--- src/rtl/charge_gatherer_pkg.sv ---
// defs: shared charge/address types, beat record and FSM states for the charge gatherer
package defs;
  localparam int GRID_X = 16;
  localparam int GRID_Y = 16;
  localparam int NUM_QUADS = GRID_X * GRID_Y / 4;
  typedef logic [15:0] charge_t;
  typedef logic [7:0] addr_t;
  typedef struct packed {
    charge_t [3:0] charge;
    addr_t         quad;
    logic          last;
  } quad_beat_t;
  typedef enum logic [1:0] {IDLE, SWEEP, DRAIN} gather_state_e;
endpackage

--- src/rtl/charge_gatherer_fifo.sv ---
// quad_fifo: show-ahead FIFO taking two beats per write and giving one beat per read
module quad_fifo import defs::*; #(
  parameter int DEPTH = 16
) (
  input  logic                   clk,
  input  logic                   rst,
  input  logic                   wr_i,
  input  quad_beat_t [1:0]       wr_data_i,
  input  logic                   rd_i,
  output logic                   valid_o,
  output quad_beat_t             rd_data_o,
  output logic [$clog2(DEPTH):0] count_o
);
  localparam int AW = $clog2(DEPTH);
  quad_beat_t mem_q [DEPTH];
  logic [AW-1:0] wp_q, rp_q;
  logic [AW:0] count_q;
  logic pop;
  assign valid_o = count_q != '0;
  assign pop = rd_i && valid_o;
  assign rd_data_o = valid_o ? mem_q[rp_q] : '0;
  assign count_o = count_q;
  // pairs are always written together, so wp_q stays even and wp_q+1 never wraps
  always_ff @(posedge clk) begin
    if (rst) begin
      wp_q <= '0;
      rp_q <= '0;
      count_q <= '0;
    end else begin
      if (wr_i) begin
        mem_q[wp_q] <= wr_data_i[0];
        mem_q[wp_q + AW'(1)] <= wr_data_i[1];
        wp_q <= (wp_q == AW'(DEPTH - 2)) ? '0 : wp_q + AW'(2);
      end
      if (pop) rp_q <= (rp_q == AW'(DEPTH - 1)) ? '0 : rp_q + AW'(1);
      count_q <= count_q + (wr_i ? (AW+1)'(2) : '0) - (AW+1)'(pop);
    end
  end
endmodule

--- src/rtl/charge_gatherer.sv ---
// charge_gatherer: sweeps the scatterer's banked grid and streams realigned quads to the solver
module charge_gatherer import defs::*; #(
  parameter int LATENCY    = 8,
  parameter int FIFO_DEPTH = 16,
  parameter int NUM_QUADS  = defs::NUM_QUADS
) (
  input  logic             clk,
  input  logic             rst,
  input  logic             start,
  output logic             valid_req,
  output addr_t [3:0][1:0] grid_addr_out,
  input  charge_t [3:0][1:0] charge_in,
  output logic             m_valid,
  input  logic             m_ready,
  output charge_t [3:0]    m_charge,
  output addr_t            m_quad,
  output logic             m_last,
  output logic             busy,
  output logic             done
);
  localparam int CW = $clog2(NUM_QUADS) + 1;
  localparam int OW = $clog2(FIFO_DEPTH) + 1;
  gather_state_e state_q;
  logic [CW-1:0] n_q, cap_q, req_n;
  logic [OW-1:0] inflight_q, occ;
  logic [LATENCY-1:0] dl_q;
  logic tap, credit, issue, pop, last_req;
  quad_beat_t head;
  quad_beat_t [1:0] cap_beats;
  assign tap = dl_q[LATENCY-1];
  assign credit = int'(occ) + int'(inflight_q) + 2 <= FIFO_DEPTH;
  assign req_n = (state_q == IDLE) ? '0 : n_q;
  assign issue = credit && ((state_q == IDLE && start) || state_q == SWEEP);
  assign last_req = req_n == CW'(NUM_QUADS / 2 - 1);
  assign pop = m_valid && m_ready;
  assign busy = state_q != IDLE;
  assign m_charge = head.charge;
  assign m_quad = head.quad;
  assign m_last = head.last;
  // replies land in issue order, so a capture counter recovers the quad index
  always_comb begin
    cap_beats = '0;
    for (int g = 0; g < 2; g++) begin
      cap_beats[g].quad = addr_t'(2 * cap_q + g);
      cap_beats[g].last = (2 * cap_q + g) == NUM_QUADS - 1;
      for (int b = 0; b < 4; b++) cap_beats[g].charge[b] = charge_in[b][g];
    end
  end
  quad_fifo #(.DEPTH(FIFO_DEPTH)) u_fifo (
    .clk(clk), .rst(rst), .wr_i(tap), .wr_data_i(cap_beats), .rd_i(pop),
    .valid_o(m_valid), .rd_data_o(head), .count_o(occ)
  );
  always_ff @(posedge clk) begin
    if (rst) begin
      state_q <= IDLE;
      n_q <= '0;
      cap_q <= '0;
      inflight_q <= '0;
      dl_q <= '0;
      valid_req <= 1'b0;
      grid_addr_out <= '0;
      done <= 1'b0;
    end else begin
      dl_q <= LATENCY'({dl_q, valid_req});
      valid_req <= issue;
      done <= pop && m_last;
      inflight_q <= inflight_q + (issue ? OW'(2) : '0) - (tap ? OW'(2) : '0);
      cap_q <= (state_q == IDLE && start) ? '0 : cap_q + CW'(tap);
      n_q <= issue ? req_n + CW'(1) : (state_q == IDLE ? '0 : n_q);
      if (issue)
        for (int g = 0; g < 2; g++)
          for (int b = 0; b < 4; b++) grid_addr_out[b][g] <= addr_t'(2 * req_n + g);
      case (state_q)
        IDLE:    if (start) state_q <= (issue && last_req) ? DRAIN : SWEEP;
        SWEEP:   if (issue && last_req) state_q <= DRAIN;
        DRAIN:   if (pop && m_last) state_q <= IDLE;
        default: state_q <= IDLE;
      endcase
    end
  end
endmodule

--- config.mk ---
export PLATFORM = sky130hd
export DESIGN_NAME = charge_gatherer
export DESIGN_NICKNAME = d
export VERILOG_FILES = /design/src/rtl/charge_gatherer_pkg.sv /design/src/rtl/charge_gatherer_fifo.sv /design/src/rtl/charge_gatherer.sv
export SDC_FILE = /design/constraint.sdc
export NUM_CORES = 2
export LEC_CHECK = 0
export ABC_AREA = 1
export ABC_CLOCK_PERIOD_IN_PS = 6300
export CORE_MARGIN = 2
export CORE_UTILIZATION = 50
export CTS_CLUSTER_DIAMETER = 120
export DETAILED_ROUTE_END_ITERATION = 12
export DONT_BUFFER_PORTS = 1
export PLACE_DENSITY = 0.66
export SETUP_SLACK_MARGIN = 0.02
export SYNTH_ARGS = -nofsm -noshare
export SYNTH_HDL_FRONTEND = slang
export SYNTH_SLANG_ARGS = --single-unit
--- constraint.sdc ---
create_clock -name clk -period 6.3 [get_ports clk]
set_input_delay 1.575 -clock clk [delete_from_list [all_inputs] [get_ports clk]]
set_output_delay 1.575 -clock clk [all_outputs]
set_load 0.02 [all_outputs]
==> run_results.csv <==
group,metric,value,unit
routing,dr.pass1.iters,6,
floorplan,die_h,332,um
cells_and_area,fillCellCount,9202,
routing,via_count,38400,
synthesis,synth_seq_area_share,66.8,%
power,sw_frac_of_total,32.3,%
power,ir_drop,347,uV
synthesis,synth_cells,5072,
clock_network,cts_buffer_depth,3,
synthesis,synth_area,53900,um^2
floorplan,core,107000,um^2
worst_setup_path,worstRegToRegCells,14,
routing,drt_iter0_drc,4511,
cells_and_area,syn_to_final_growth,7.49,%
worst_setup_path,worst_ep_required_time,4.72,ns
timing,slew_headroom,7.80,%
grt,track_usage,27.9,%
worst_setup_path,endpoint_kind,"output port",
timing,clock.fmax,174,MHz
timing,rsz0062_at_grt,"no",
placed_design,gp_congestion,0.769,
floorplan,die_w,332,um
timing,fin_crit,5.76,ns
power,share_seq_of_total_power,44.1,%
synthesis,synth_cell_type_count,39,
synthesis,synth_common_cells,"1,871 x nor2_1, 1,152 x edfxtp_1, 530 x o21ai_0, 242 x clkbuf_1, 217 x inv_1",
placed_design,port_buffers,0,
timing,worstMarginPinSlew,1.38,ns
routing,via_per_inst,6.04,
floorplan,initial_core_util,50.4,%
power,p_clk_share,34.1,%
synthesis,synth-xor-area-share,0.0975,%
grt,grt-ovfl-total,0,
clock_network,cts_tree,"yes",
routing,wl,156000,um
floorplan,ios,273,
worst_setup_path,path_max_fanout,98,
synthesis,ys_ff_latch,1222,
routing,drc,0,
status,status,"complete, no violations",
clock_network,holdBufCountCts,0,
timing,setup_viol,0,
clock_network,clk_pin_slew,0.06,ns
clock_network,cts_setup_buffers,0,
worst_hold_path,hold_path_depth,2,
routing,ant_nets,0,
synthesis,syn_avg_cell_area,10.6,um^2
timing,setup-tns-final,0,ns
timing,hold_viol_final,0,
placed_design,dp_slack,1.42,ns
worst_hold_path,worst_hold_path_type,"reg -> reg",
synthesis,synthFlopType,"edfxtp_1",
synthesis,yosysWarnings,0,
floorplan,row_count,120,
power,powerDensity,349,nW/um^2
placed_design,dpl-instance-area,54200,um^2
clock_network,clock_latency,0.73,ns
synthesis,synth_compound_area_share,11.7,%
placed_design,place_hpwl,77900,um
synthesis,async_flop_share,0,%
timing,hold_slack,0.401,ns
flow_run,maxCapViolations,0,
grt,grt_pass1_vias,37100,
synthesis,yosysMostFrequentCell,"nor2_1",
synthesis,synth_top_family_by_area,"simple AND/OR/NAND/NOR gates",
worst_setup_path,worstSetupStartpointType,"register",
timing,fin_ws,0.544,ns
grt,grt_pass1_wl,234000,um
clock_network,cts_root_buf,"clkbuf_16",
synthesis,synthSimpleGateAreaFrac,14.8,%
clock_network,numClockSinks,1222,
power,power_frac_comb,21.8,%
synthesis,synth_mux_area_share,0,%
timing,finalCritPeriodShare,91.4,%
cells_and_area,layout.nets,5001,
timing,slew_viol_final,0,
synthesis,yosys-top-cells-area,"edfxtp_1 64%, nor2_1 13%, o21ai_0 4.9%",
synthesis,synth_edf_count,1152,
grt,antenna_found_initial,14,
floorplan,die_area,110000,um^2
power,p_leak,0.0202,uW
clock_network,htreeDepth,3,
power,p_sw,6520,uW
worst_setup_path,cp_data_arrival_time,4.18,ns
clock_network,cts_resized,0,
cells_and_area,drive_gt1_share,5.93,%
worst_setup_path,worst-setup-path-type,"reg -> out",
synthesis,synthAdderAreaFrac,0.636,%
routing,detail_route.wl_per_cell,24.5,um
grt,grt_max_degree,207,
synthesis,yosysTopAreaCellShare,64.2,%
synthesis,yosys.area.top_type,"edfxtp_1",
cells_and_area,design_area,58000,um^2
timing,clock-skew-final,0.0194,ns
clock_network,cts_made_buffers,121,
power,p_int,13700,uW
==> worst max-delay path, stage by stage, from the launching register on <==
cell      delay (ns)
dfxtp_4         0.75
buf_4           0.89
buf_4           0.55
o21ai_0         0.18
o221ai_1        0.27
nand3_1         0.12
a21oi_1         0.58
==> cell usage in the layout, fill, tap and decap left out, types with 5 or more instances in the layout <==
cell type  instances
clkbuf_8           6
a21oi_1          111
clkinv_1          26
clkbuf_16        122
inv_1            215
bufinv_16          5
nor2_1          1863
clkinv_2          22
clkbuf_1          37
conb_1            13
o21ai_1           73
buf_12             8
diode_2            9
dfxtp_1           59
o211ai_2           7
o221ai_1         126
dfxtp_2            7
o21ai_0          530
buf_4             66
nand2_1           89
o211ai_1         152
o22ai_1           62
nand3_1           96
ha_1              21
edfxtp_1        1152
nor2_4            16
inv_6             11
==> path summary, 6_finish.rpt <==
check,from,end,slack (ns)
setup / recovery,register,m_charge[47],0.54
hold / removal,dl_q[6],dl_q[7],0.40
setup reg to reg,u_fifo.count_o[2],inflight_q[3],2.60
hold reg to reg,dl_q[6],dl_q[7],0.40
==> power groups by stage <==
stage	clock (uW)	sequential [uW]	combinational, uW
after floorplan	0	9000	3340
after global placement	0	9090	4320
after detailed placement	0	9090	4400
after CTS	6940	8920	4410
after global routing	7240	8920	4830
final	6890	8920	4410
==> through the flow <==
stage / utilization [%] / power [uW] / std cells
2_1_floorplan: - / 12300 / 5084
3_3_place_gp: 50.7 / 13400 / 6124
3_5_place_dp: 50.7 / 13500 / 6124
4_1_cts: 54.1 / 20300 / 6345
5_1_grt: 54.1 / 21000 / 6354
6_report: 54.1 / 20200 / 6354
==> logic make-up (layout without fill, tap and decap cells) <==
family | Yosys count | after routing
simple gates | 2078 | 2078
flops | 1222 | 1222
other cells | 1 | 22
fa+ha+maj | 25 | 25
xor+xnor | 6 | 6
buf+inv | 675 | 533
compound gates | 1065 | 1065
==> state kept, by name (all words and copies together), names as in the netlist, named ones only <==
name / flops
cap_q: 7
u_fifo.mem_q: 1168
u_fifo.wp_q: 3
u_fifo.rp_q: 4
done: 1
dl_q: 8
u_fifo.count_o: 5
inflight_q: 4
n_q: 7
grid_addr_out: 8
valid_req: 1
state_q: 2
==> per-layer routing <==
layer	track usage [%]	part of all wire (%)	wire length, um
met1	38.0	40	62200
met2	45.7	48	74200
met3	4.70	9.6	15000
met4	9.40	2.8	4400
met5	0	0.029	45
==> area by class of cell <==
class	instances	area (um^2)	share of cell area, %
well taps	1403	1760	3.03
inverters	238	956	1.65
multi-input cells	3187	14800	25.6
repair buffers	74	656	1.13
diodes	9	22.5	0.0389
clock inverters	56	434	0.749
flip-flops and latches	1222	36000	62.1
clock buffers	165	3270	5.65
Power figures use the tool's default switching activity.
